### src/rtl/id_exe_reg.sv
// id_exe_reg: ARM decode -> execute pipeline register.
// Holds decoded control, operands, immediates, destination, PC and NZCV snapshot.
// flush squashes the entry being loaded (and wins over freeze), freeze holds
// everything, and a hazard slot (valid_in=0) loads as a bubble with control zeroed.
// A saturating counter tracks bubbles entering EXE.
// Build option: define ID_EXE_FWD_SRC_EN to add src1/src2 forwarding source registers.
module id_exe_reg #(
  parameter int DATA_W = 32,
  parameter int CNT_W  = 16
) (
  input  logic              clk,
  input  logic              rst,
  input  logic              freeze,
  input  logic              flush,
  input  logic              valid_in,
  input  logic              WB_EN_in,
  input  logic              MEM_R_EN_in,
  input  logic              MEM_W_EN_in,
  input  logic              B_in,
  input  logic              S_in,
  input  logic [3:0]        EXE_CMD_in,
  input  logic [DATA_W-1:0] PC_in,
  input  logic [DATA_W-1:0] Val_Rn_in,
  input  logic [DATA_W-1:0] Val_Rm_in,
  input  logic              imm_in,
  input  logic [11:0]       Shift_operand_in,
  input  logic [23:0]       Signed_imm_24_in,
  input  logic [3:0]        Dest_in,
  input  logic [3:0]        SR_in,
`ifdef ID_EXE_FWD_SRC_EN
  input  logic [3:0]        src1_in,
  input  logic [3:0]        src2_in,
  output logic [3:0]        src1,
  output logic [3:0]        src2,
`endif
  output logic              WB_EN,
  output logic              MEM_R_EN,
  output logic              MEM_W_EN,
  output logic              B,
  output logic              S,
  output logic [3:0]        EXE_CMD,
  output logic [DATA_W-1:0] PC,
  output logic [DATA_W-1:0] Val_Rn,
  output logic [DATA_W-1:0] Val_Rm,
  output logic              imm,
  output logic [11:0]       Shift_operand,
  output logic [23:0]       Signed_imm_24,
  output logic [3:0]        Dest,
  output logic [3:0]        SR,
  output logic              valid_out,
  output logic [CNT_W-1:0]  bubble_cnt
);

  logic load;
  logic bubble_evt;
  logic cnt_sat;

  assign load       = ~flush & ~freeze;
  assign bubble_evt = flush | (~freeze & ~valid_in);
  assign cnt_sat    = &bubble_cnt;

  // Control fields: zeroed on flush and on hazard slots so valid_out=0 never carries side effects.
  always_ff @(posedge clk or negedge rst) begin
    if (!rst) begin
      valid_out <= 1'b0;
      WB_EN     <= 1'b0;
      MEM_R_EN  <= 1'b0;
      MEM_W_EN  <= 1'b0;
      B         <= 1'b0;
      S         <= 1'b0;
      EXE_CMD   <= '0;
    end else if (flush) begin
      valid_out <= 1'b0;
      WB_EN     <= 1'b0;
      MEM_R_EN  <= 1'b0;
      MEM_W_EN  <= 1'b0;
      B         <= 1'b0;
      S         <= 1'b0;
      EXE_CMD   <= '0;
    end else if (load) begin
      valid_out <= valid_in;
      WB_EN     <= valid_in & WB_EN_in;
      MEM_R_EN  <= valid_in & MEM_R_EN_in;
      MEM_W_EN  <= valid_in & MEM_W_EN_in;
      B         <= valid_in & B_in;
      S         <= valid_in & S_in;
      EXE_CMD   <= valid_in ? EXE_CMD_in : 4'd0;
    end
  end

  // Datapath fields: cleared on flush, otherwise copied on load even for bubbles.
  always_ff @(posedge clk or negedge rst) begin
    if (!rst) begin
      PC            <= '0;
      Val_Rn        <= '0;
      Val_Rm        <= '0;
      imm           <= 1'b0;
      Shift_operand <= '0;
      Signed_imm_24 <= '0;
      Dest          <= '0;
      SR            <= '0;
    end else if (flush) begin
      PC            <= '0;
      Val_Rn        <= '0;
      Val_Rm        <= '0;
      imm           <= 1'b0;
      Shift_operand <= '0;
      Signed_imm_24 <= '0;
      Dest          <= '0;
      SR            <= '0;
    end else if (load) begin
      PC            <= PC_in;
      Val_Rn        <= Val_Rn_in;
      Val_Rm        <= Val_Rm_in;
      imm           <= imm_in;
      Shift_operand <= Shift_operand_in;
      Signed_imm_24 <= Signed_imm_24_in;
      Dest          <= Dest_in;
      SR            <= SR_in;
    end
  end

`ifdef ID_EXE_FWD_SRC_EN
  // Forwarding source register numbers follow the datapath fields.
  always_ff @(posedge clk or negedge rst) begin
    if (!rst) begin
      src1 <= '0;
      src2 <= '0;
    end else if (flush) begin
      src1 <= '0;
      src2 <= '0;
    end else if (load) begin
      src1 <= src1_in;
      src2 <= src2_in;
    end
  end
`endif

  // Bubble counter: saturates at all-ones instead of wrapping.
  always_ff @(posedge clk or negedge rst) begin
    if (!rst) begin
      bubble_cnt <= '0;
    end else if (bubble_evt && !cnt_sat) begin
      bubble_cnt <= bubble_cnt + 1'b1;
    end
  end

endmodule

### config.mk
export PLATFORM = sky130hd
export DESIGN_NAME = id_exe_reg
export DESIGN_NICKNAME = d
export VERILOG_FILES = /design/src/rtl/id_exe_reg.sv
export SDC_FILE = /design/constraint.sdc
export NUM_CORES = 1
export LEC_CHECK = 0
export ABC_AREA = 1
export BUFFER_PORTS_ARGS = -buffer_cell sky130_fd_sc_hd__clkbuf_2
export CORE_AREA = 8 8 131 133
export DETAILED_ROUTE_END_ITERATION = 10
export DIE_AREA = 0 0 139 141
export GPL_TIMING_DRIVEN = 1
export PLACE_DENSITY = 0.79
export SYNTH_ARGS = -nofsm -noshare
export SYNTH_HDL_FRONTEND = slang
export SYNTH_SLANG_ARGS = --single-unit
### constraint.sdc
create_clock -name clk -period 1.58 [get_ports clk]
set_input_delay 0.316 -clock clk [delete_from_list [all_inputs] [get_ports clk]]
set_output_delay 0.316 -clock clk [all_outputs]
set_load 0.005 [all_outputs]
### After elaboration in Yosys (flattened, before gate mapping)

Cells that the tools add are included.

| storage, ports and cells | value |
|---|---|
| output and inout bits | 167 |
| logic and storage cells | 63 |
| register bits after elaboration | 167 |
| bits of input ports | 155 |

| operators by class | value |
|---|---|
| reduce and logical (&&, ||, !) cells | 4 |
| muxes and demuxes | 31 |
| $add $sub $neg | 1 |
| bitwise logic cells | 11 |

Operator list:

| operator | count |
|---|---|
| $mux W32 | 6 |
| $mux W24 | 2 |
| $mux W4 | 7 |
| $mux W12 | 2 |
| $add A16 B1 Y16 const B | 1 |
| $reduce_and A16 Y1 | 1 |
| $mux W1 | 14 |
| $and A1 B1 Y1 | 7 |
| $not A1 Y1 | 3 |
| $reduce_bool A2 Y1 | 1 |
| $logic_and A1 B1 Y1 | 1 |
| $logic_not A1 Y1 | 1 |
| $or A1 B1 Y1 | 1 |

### Depth between registers and ports, before layout

Gate-level depths: netlist of run 1.

| depth | value |
|---|---|
| depth in word-level cells | 4 |
| mapped depth | 9 |
| gate-level depth less buffers | 9 |

### Worst setup path before layout of run 1

OpenSTA, ideal clock, no wires.

| timing | value |
|---|---|
| path kind | reg2reg |
| from | register bubble_cnt[0] |
| to | register bubble_cnt[13] |
| library setup time | 0.116 ns |
| path buffers | 1 |
| setup slack | 0.099 ns |
| required time | 1.464 ns |
| period minus slack after synthesis | 1.481 ns |
| data arrival time | 1.364 ns |
| cell stages (with the launch flop) | 10 |
| cells stage by stage | dfrtp_1 -> ha_1 -> inv_1 -> nor2_4 -> nand2_4 -> nor2_4 -> nor2_4 -> buf_6 -> nand2_1 -> nand2_1 |

| on the way | value |
|---|---|
| longest elaborated chain between the ends | 3 |
| elaborated cells between the ends (all ways) | 4 |
| classes of those cells | add/sub (1); reduce/logical (3) |

RTL lines:

| what | line | source |
|---|---|---|
| start: declaration | 51 | `output logic [CNT_W-1:0] bubble_cnt` |
| start signal: assignment | 144 | `bubble_cnt <= bubble_cnt + 1'b1;` |
| parallel branches: the longest is 3 deep, another holds $add A16 B1 Y16 | - |  |

Several ways; the timed one is not identified.
A chain may end at the register's enable or synchronous reset.

### Worst setup path in the final report of run 1

| timing | value |
|---|---|
| from | register bubble_cnt[1] |
| to | register bubble_cnt[7] |

The elaborated chain is that of the path after synthesis.

==> results of run 1 <==
## sequential cells by signal, summed over array words and instances, names as in the netlist
| name | flops |
|---|---|
| Dest | 4 |
| SR | 4 |
| Shift_operand | 12 |
| imm | 1 |
| PC | 32 |
| bubble_cnt | 16 |
| MEM_R_EN | 1 |
| EXE_CMD | 4 |
| WB_EN | 1 |
| Signed_imm_24 | 24 |
| MEM_W_EN | 1 |
| valid_out | 1 |
| Val_Rm | 32 |
| Val_Rn | 32 |
| S | 1 |
| B | 1 |
## worst reg2reg max path, delay by kind of cell (launching register included)
family	cells	cell delay [ns]
fa+ha+maj	1	0.20
simple gates	5	0.50
buf+inv	2	0.22
compound gates	1	0.05
flops	1	0.41
## cell families after synthesis
kind of cell               count (synthesis)  share of synthesized area [%]
AOI/OAI and AO/OA                         12                          1.244
xor gates and xnor gates                   5                         0.6312
adders and majority gates                  1                         0.1803
buffers and inverters                     67                          4.075
DFF                                      167                          60.22
and+or+nand+nor                          550                          33.65
## area by class of cell
cell class                      count  share of cell area [%]
Clock buffer                       23                   5.119
Clock inverter                      9                   1.208
Inverter                           16                  0.6563
Multi-Input combinational cell    568                   26.15
Sequential cell                   167                   43.84
Tap cell                          188                   2.468
Timing Repair Buffer              350                   20.57
## path summary, 6_finish.rpt
check	from	end	slack (ns)	depth (start not counted)
max	bubble_cnt[1]	bubble_cnt[7]	0.09	9
max reg2reg	bubble_cnt[1]	bubble_cnt[7]	0.09	9
max in group asynchronous	rst	bubble_cnt[2]	0.57	3
min in group asynchronous	rst	Shift_operand[7]	0.37	2
min	Shift_operand_in[11]	Shift_operand[11]	0.08	3
min reg2reg	Dest[0]	Dest[0]	0.51	2
## synth_stat cells
library cell and instances:
nand3_1 166, a21oi_1 1, nand2_1 353, o21ai_2 4
xnor2_1 3, ha_1 1, inv_2 1, buf_6 1
nor2_1 14, nand2_4 1, o21ai_4 1, nor2_2 5
nand2_2 4, dfrtp_1 167, inv_1 15, clkbuf_1 20
o21ai_1 3, xor2_1 2, buf_1 11, o21ai_0 3
nand4_1 4, nor2_4 3, buf_2 19
## what timing repair did
action / in CTS / in global routing
hold buffers: 1 / 0
hold endpoints to repair: 33 / 0
resized for setup: 0 / 3
buffers inserted: 0 / 2
endpoints found under the setup margin: 0 / 11
## per-stage QoR
step	power, mW	hold slack (ns)	util (%)	worst slack (ns)	instances
4_1_cts	10.58	0.06822	63.48	0.09592	1319
2_1_floorplan	5.480	0.02041	-	0.09930	802
3_3_place_gp	6.331	0.2590	59.39	0.1668	1286
5_1_grt	11.02	0.06893	63.65	-0.02570	1321
3_5_place_dp	6.370	0.2611	59.39	0.1171	1286
6_report	10.54	0.07761	63.65	0.08896	1321
## routing by layer
layer,vias up,wire length (um),global-route usage [%]
li1,3199,-,-
met1,3127,8450,25.72
met2,313,11120,38.22
met3,43,1869,7.427
met4,0,542,9.879
met5,-,0,0
## power groups by stage
stage	logic, mW	registers (mW)	clock network [mW]
finish	1.51	4.83	4.20
global route	1.70	4.87	4.45
CTS	1.49	4.83	4.26
detailed placement	1.48	4.89	0
global placement	1.45	4.88	0
floorplan	0.582	4.90	0
==> metrics, run 1 <==
fin. max-slew vios=0; clock share of power=39.8%; yosys warns=0; most frequent cells in the layout=353 x nand2_1, 319 x clkbuf_2, 167 x dfrtp_1; worst slew pin tran=0.5104 ns; Synth Area per Inst=8.652 um^2; syn nets=958; initial antenna violation count=0; CTS max path bufs=2; crit path cell chain=ha_1 > inv_1 > nor2_4 > nand2_4 > nor2_4 > nor2_4 > buf_12 > nand2_1 > o21ai_2; Synth Cell Area=a little under 7000 um^2; First DRT Iteration DRCs=477; global-route wire length before repair=between 30000 and 40000 um; HPWL after DPL=16150 um; DP Area=8895 um^2; Seq pwr share=45.8%; final net count=around 1300; Antenna Cells=0; Pleak=5.589 nW; htree depth=4; worst slew margin relative to its limit=65.97%; CP delay by family, top=simple AND/OR/NAND/NOR gates; status=completed; combinational share of power=14.3%; Psw=2.784 mW; fmax=670.7 MHz; slowest CP cell=dfrtp_1; ANT nets after route=0; post-synth cell types=23; DR WL/cell=between 15 and 20 um; CP required=1.89 ns; CTS tree=done; #FFs+latches synth=167; top-area cell type share of the netlist area=60.22%; clock net sink count=167; sw frac=between 20% and 30%; layout cell share with drive strength beyond 1=35.30%; CTS buffer count=17; vias per cell=around 5.1; final instance area=9533 um^2; final WL=21980 um; Arr. time, crit path=around 1.8 ns; Starting Density=~46%; final setup TNS=0 ns; HP Class=in -> reg; clk slew on worst S/H paths=0.07 ns; worst path bufs/invs=2; iteration count of the initial detailed-routing pass=5; crit end category=register; Syn Inst Count=802; maxcap violations=0; Fill cells=approximately 1300; Setup CP Type=reg -> reg; RD Place Congestion=approximately 0.84; Clock Skew=roughly 0.0096 ns; area of the multi-input gates=between 2000 and 2500 um^2; Overflow after GRT=0; endpoints failing hold=0; Die Width=139 um; Die Y=roughly 140 um; Max rail drop VDD=approximately 0.64 mV; row cnt=45; Placeable Area=14980 um^2; CP peak stage delay=0.41 ns; sequential cell area=between 4000 and 5000 um^2; # DRC=0; total power per unit cell area=1105 nW/um^2; gr usage total=22.55%; CTS root buffer=clkbuf_16; Seq/Total Area, Yosys=about three fifths; vias=around 6700; Startpoint Class=register; Max FO, Critical Path=16; later-pin clock latency in the skew report=roughly 0.42 ns; Internal=between 7 and 8 mW; ranking of synthesized cells by area=dfrtp_1 60%, nand2_1 19%, nand3_1 12%, buf_2 1.4%, clkbuf_1 1.1%; Synth-to-Final Area Change=37.38%; # setup viols final=0; final worst path period share=around 94%; Worst path most repeated cell=nor2_4; vias in the first global route=6854; io pins=~320; Die Area=around 20000 um^2; pin count of the biggest net entering global routing=107; min cycle time layout=1.491 ns; most common cell after layout, fill and taps aside=nand2_1; area leader, netlist=dfrtp_1; Port-buffer cells=321
Power figures use the tool's default switching activity.
==> run 2: changes to the inputs <==
--- a/config.mk
+++ b/config.mk
@@ -12,6 +12,7 @@
 export DIE_AREA = 0 0 139 141
 export GPL_TIMING_DRIVEN = 1
 export PLACE_DENSITY = 0.79
+export SETUP_SLACK_MARGIN = 0.4
 export SYNTH_ARGS = -nofsm -noshare
 export SYNTH_HDL_FRONTEND = slang
 export SYNTH_SLANG_ARGS = --single-unit
==> run 2 against run 1 <==
  * Final area increased by 9.5%
  * Largest power group unchanged
  * Clock power decreased by 4%
  * Combinational power increased by 26%
  * Sequential cell count unchanged
  * Critical path type unchanged
  * Critical endpoint is now bubble_cnt[13]
==> metrics, run 2 (synthesis gave the netlist of run 1 again) <==
final net count=1379 (+8.1%); maxcap violations=0 (unchanged); GRT busiest layer=met2; RSZ-0062 raised after global routing=true; io pins=322 (unchanged); global routing usage on met2=39.65% (+1.4 points); Final Instance Count excl. Fillers=1424 (+7.8%); final setup TNS=0 ns (unchanged); crit end category=register; Clock Skew=0.004485 ns (-0.005127 ns); Pleak=6.171 nW (+10%); fin. max-slew vios=0 (unchanged); vias per cell=5.081 (+0.46%); final WL=23900 um (+8.7%); Max rail drop VDD=0.6704 mV (+4.9%); CP required=1.89 ns (about the same); Largest regs=PC: 32 flops, Val_Rm: 32 flops, Val_Rn: 32 flops; Placeable Area=14980 um^2 (unchanged); most common cell after layout, fill and taps aside=nand2_1; Fill cells=1136 (-10%); CTS max path bufs=2 (unchanged); global-route wire length before repair=36630 um (+3.2%); CTS buffer count=17 (unchanged); Placed Cells incl. Taps=1287 (+0.078%); clock net sink count=167 (unchanged); area of the multi-input gates=2601 um^2 (+4.4%); Starting Density=46.33% (unchanged); HPWL after DPL=16170 um (+0.14%); most frequent cells in the layout=345 x nand2_1, 309 x clkbuf_2, 165 x nand3_1; final worst path period share=89.72% (-4.6 points); worst hold slack=0.07675 ns (-0.0008630 ns); Die Width=139 um (unchanged); vias=7236 (+8.3%); row cnt=45 (unchanged); worst slew margin relative to its limit=65.62% (-0.35 points); HP Class=in -> reg; total power per unit cell area=1030 nW/um^2 (-6.9%); Port-buffer cells=321 (unchanged); endpoints failing hold=0 (unchanged); Die Area=19600 um^2 (unchanged); layout cell share with drive strength beyond 1=42.39% (+7.1 points); # setup viols final=0 (unchanged); iteration count of the initial detailed-routing pass=5 (unchanged); Max FO, Critical Path=3 (-13); vias in the first global route=7102 (+3.6%); sequential cell area=4183 um^2 (about the same); Overflow after GRT=0 (unchanged); RD Place Congestion=0.8400 (+0.53%); M1 GR Usage=26.77% (+1.1 points); Die Y=141 um (unchanged); Synth-to-Final Area Change=50.43%; # DRC=0 (unchanged); pin count of the biggest net entering global routing=112 (+4.7%); htree depth=4 (unchanged); Global Route met3 Usage=6.786% (-0.64 points); later-pin clock latency in the skew report=0.42 ns (about the same); CTS root buffer=clkbuf_16; CTS tree=done; min cycle time layout=1.418 ns (-0.07345 ns); status=completed; First DRT Iteration DRCs=489 (+2.5%); Startpoint Class=register; worst slew pin tran=0.5156 ns (+0.005243 ns); DR WL/cell=16.78 um (+0.87%); gr usage total=23.33% (+0.78 points); Antenna Cells=0 (unchanged); initial antenna violation count=0 (unchanged); clk slew on worst S/H paths=0.07 ns (about the same); Setup CP Type=reg -> reg; Post-Route Utilization=69.70% (+6.0 points); ANT nets after route=0 (unchanged); Arr. time, crit path=1.73 ns (-0.07 ns); fmax=705.4 MHz (+5.2%)
## run 2: cell count changes in the layout (fill, tap and decap cells not counted), sizes merged
cell | previous run | this run
buf | 30 | 142
inv | 18 | 24
o21ai | 11 | 12
bufinv | 2 | 1
clkbuf | 342 | 326
clkinv | 3 | 4
## run 2: worst max-delay path, cell delays in order (launching register included)
cell     delay (ns)
dfrtp_1        0.39
buf_6          0.12
buf_4          0.12
nand2_2        0.08
nor2_1         0.20
nand3_1        0.12
nand2_1        0.09
nand2_1        0.07
nand2_2        0.07
nand2_1        0.05
## run 2: worst paths after layout
| check | startpoint | slack [ns] | endpoint | cells after the start |
|---|---|---|---|---|
| worst max-delay path | bubble_cnt[11] | 0.16 | bubble_cnt[13] | 9 |
| worst min-delay path | PC_in[25] | 0.08 | PC[25] | 3 |
| worst max register to register | bubble_cnt[11] | 0.16 | bubble_cnt[13] | 9 |
| worst min register to register | Signed_imm_24[10] | 0.51 | Signed_imm_24[10] | 2 |
| max in group asynchronous | rst | 0.57 | Val_Rm[2] | 3 |
| min in group asynchronous | rst | 0.42 | Val_Rm[1] | 2 |
## run 2: report_power, final
part	total [mW]	switching [mW]	internal (mW)
clock network	4.02	1.81	2.21
registers	4.83	0.252	4.58
logic	1.90	0.973	0.925
## run 2: per-stage QoR
| stage | worst slack (ns) | cell area (um^2) | power, mW |
|---|---|---|---|
| finish | 0.1624 | 10440 | 10.75 |
| CTS | 0.1709 | 10010 | 10.64 |
| global placement | 0.2155 | 8917 | 6.375 |
| floorplan | 0.2844 | 6954 | 5.510 |
| global route | 0.07596 | 10440 | 11.23 |
| detailed placement | 0.1850 | 8917 | 6.411 |
## run 2: routing by layer
metal / wire length, um / up-vias
met2: 12260 / 345
met3: 1706 / 59
li1: - / 3413
met1: 9188 / 3419
met5: 0 / -
met4: 748 / 0
## run 2: final cells by class
type,count,share of cell area [%]
clock buffers,17,4.075
clock inverters,15,1.342
inverters,16,0.5993
multi-input cells,569,24.92
flip-flops and latches,167,40.07
well taps,188,2.253
repair buffers,452,26.74
## run 2: what timing repair did
| item | 4_1_cts | 5_1_grt |
|---|---|---|
| pin swaps | 12 | 8 |
| cloned | 1 | 0 |
| setup buffers | 58 | 45 |
| endpoints found under the setup margin | 183 | 183 |
| hold buffers | 1 | 0 |
| gates resized for setup | 22 | 28 |
| hold endpoints to repair | 39 | 0 |
==> run 3: changes to the inputs <==
--- a/config.mk
+++ b/config.mk
@@ -6,7 +6,7 @@
 export NUM_CORES = 1
 export LEC_CHECK = 0
 export ABC_AREA = 1
-export BUFFER_PORTS_ARGS = -buffer_cell sky130_fd_sc_hd__clkbuf_2
+export BUFFER_PORTS_ARGS = -buffer_cell sky130_fd_sc_hd__buf_2
 export CORE_AREA = 8 8 131 133
 export DETAILED_ROUTE_END_ITERATION = 10
 export DIE_AREA = 0 0 139 141
==> run 3 against run 2 <==
  * Wire length grew 0.66%
  * Die area is the same
  * Critical path depth shrank 1
  * Sequential power is essentially flat
  * Sequential share of layout area grew 0.060 points
  * Via count shrank 0.83%
  * Final cell count shrank 0.42%
  * Count of clock-buffer cells in the layout grew 6
  * Global-route usage shrank 0.48 points
  * Sequential cell count is the same
  * Hold slack gained 0.0077 ns
  * Non-clock buffer count shrank 7
  * Critical endpoint is now bubble_cnt[5]
  * Largest power group unchanged
==> metrics, run 3 (synthesis gave the netlist of run 1 again) <==
final WL=24060 um (+0.66%); clock share of power=37.4% (about the same); iteration count of the initial detailed-routing pass=7 (+2); HPWL after DPL=15760 um (-2.5%); final net count=1372 (-0.51%); RSZ-0062 raised after global routing=true; CTS max path bufs=2 (unchanged); pin count of the biggest net entering global routing=107 (-4.5%); Max FO, Critical Path=6 (+3); row cnt=45 (unchanged); Die Y=141 um (unchanged); Die Width=139 um (unchanged); status=completed; vias in the first global route=7080 (-0.31%); maxcap violations=0 (unchanged); Psw=2.931 mW (-3.4%); worst slew pin tran=0.5200 ns (+0.004342 ns); CP required=1.90 ns (about the same); Placeable Area=14980 um^2 (unchanged); Starting Density=46.33% (unchanged); Overflow after GRT=0 (unchanged); total power per unit cell area=1039 nW/um^2 (+0.94%); Die Area=19600 um^2 (unchanged); vias per cell=5.061 (-0.41%); Synth-to-Final Area Change=50.34% (about the same); most common cell after layout, fill and taps aside=nand2_1; Clock Skew=0.006320 ns (+0.001835 ns); worst hold slack=0.08442 ns (+0.007672 ns); clk slew on worst S/H paths=0.07 ns (about the same); CTS root buffer=clkbuf_16; CTS tree=done; Pleak=6.201 nW (+0.48%); crit end category=register; Max rail drop VDD=0.6790 mV (+1.3%); First DRT Iteration DRCs=604 (+24%); fmax=670.2 MHz (-5.0%); layout cell share with drive strength beyond 1=42.39% (about the same); RD Place Congestion=0.8397 (about the same); Largest regs=PC: 32 flops, Val_Rm: 32 flops, Val_Rn: 32 flops; later-pin clock latency in the skew report=0.42 ns (about the same); final worst path period share=94.44% (+4.7 points); clock net sink count=167 (unchanged); gr usage total=22.85% (-0.48 points); HP Class=in -> reg; global-route wire length before repair=36170 um (-1.2%); Port-buffer cells=321 (unchanged); final setup TNS=0 ns (unchanged); # DRC=0 (unchanged); worst slew margin relative to its limit=65.33% (-0.29 points); # setup viols final=0 (unchanged); initial antenna violation count=3 (+3); Setup CP Type=reg -> reg; Fill cells=1143 (+0.62%); htree depth=4 (unchanged); CTS buffer count=17 (unchanged); DR WL/cell=16.97 um (+1.1%); most frequent cells in the layout=339 x nand2_1, 310 x buf_2, 166 x nand3_1; endpoints failing hold=0 (unchanged); Internal=7.912 mW (+2.6%); Arr. time, crit path=1.81 ns (+0.08 ns); fin. max-slew vios=0 (unchanged); min cycle time layout=1.492 ns (+0.07451 ns); Tot Pwr=10.84 mW (+0.88%); Seq pwr share=44.6% (-0.4 points); ANT nets after route=0 (unchanged); sw frac=27.03% (-1.2 points); io pins=322 (unchanged); combinational share of power=18.0% (+0.3 points); vias=7176 (-0.83%); Startpoint Class=register
[run 3: cell types whose count changed in the layout (fill, tap and decap cells not counted), moves of 4 or more]
cell and change:
buf_2 +305, buf_4 -5, clkbuf_2 -309, clkbuf_8 +4, inv_6 -4, nand2_1 -6
nand2_2 +7
[run 3: path summary, 6_finish.rpt]
path	from	end	slack, ns	cells past startpoint
min	Shift_operand_in[1]	Shift_operand[1]	0.08	3
min in group asynchronous	rst	Val_Rm[1]	0.41	2
min reg2reg	Signed_imm_24[0]	Signed_imm_24[0]	0.50	2
max reg2reg	bubble_cnt[0]	bubble_cnt[5]	0.09	8
max	bubble_cnt[0]	bubble_cnt[5]	0.09	8
max in group asynchronous	rst	bubble_cnt[1]	0.58	3
[run 3: final cells by class]
cell class	count	area, um^2	share of cell area, %
Clock inverter	9	91.34	0.8755
Clock buffer	23	488.0	4.677
Timing Repair Buffer	445	2779	26.64
Multi-Input combinational cell	569	2587	24.80
Tap cell	188	235.2	2.255
Antenna cell	1	2.502	0.02399
Inverter	16	62.56	0.5997
Sequential cell	167	4187	40.13
[run 3: through the flow]
stage                     cell area (um^2)  std cells  utilization (%)  worst slack [ns]
after floorplan                       6954        802                -            0.2844
after global placement                8822       1276            58.91            0.1438
after detailed placement              8822       1276            58.91           0.08166
after CTS                             9943       1365            66.39            0.1636
after global routing                 10430       1418            69.66           0.05057
final                                10430       1418            69.66           0.08791
[run 3: metal layers]
| metal | vias to the layer above | routed length [um] | global-route usage, % | part of all wire (%) |
|---|---|---|---|---|
| li1 | 3395 | - | - | - |
| met2 | 330 | 12120 | 38.35 | 50 |
| met4 | 4 | 952 | 12.25 | 4.0 |
| met3 | 74 | 2029 | 7.664 | 8.4 |
| met1 | 3373 | 8943 | 25.46 | 37 |
| met5 | - | 16 | 0 | 0.067 |
[run 3: critical path, stage by stage (launching register included)]
cell     delay [ns]
dfrtp_2        0.44
ha_4           0.16
inv_2          0.04
nor2_4         0.12
nand2_4        0.10
buf_4          0.15
o21ai_4        0.17
nand2_1        0.09
o21ai_1        0.13
[run 3: power groups by stage]
| stage | logic (mW) | clock network (mW) | registers (mW) |
|---|---|---|---|
| global route | 2.14 | 4.30 | 4.86 |
| detailed placement | 1.47 | 0 | 4.90 |
| CTS | 1.71 | 4.12 | 4.83 |
| finish | 1.95 | 4.06 | 4.84 |
| floorplan | 0.599 | 0 | 4.91 |
| global placement | 1.44 | 0 | 4.89 |
[run 3: repair_timing]
action                                 4_1_cts  5_1_grt
resized for setup                           18       27
hold buffers                                 1        0
pin swaps                                    4       10
endpoints found under the hold margin       32        0
buffers inserted                            55       51
cloned                                       1        1
setup endpoints to repair                  183      183
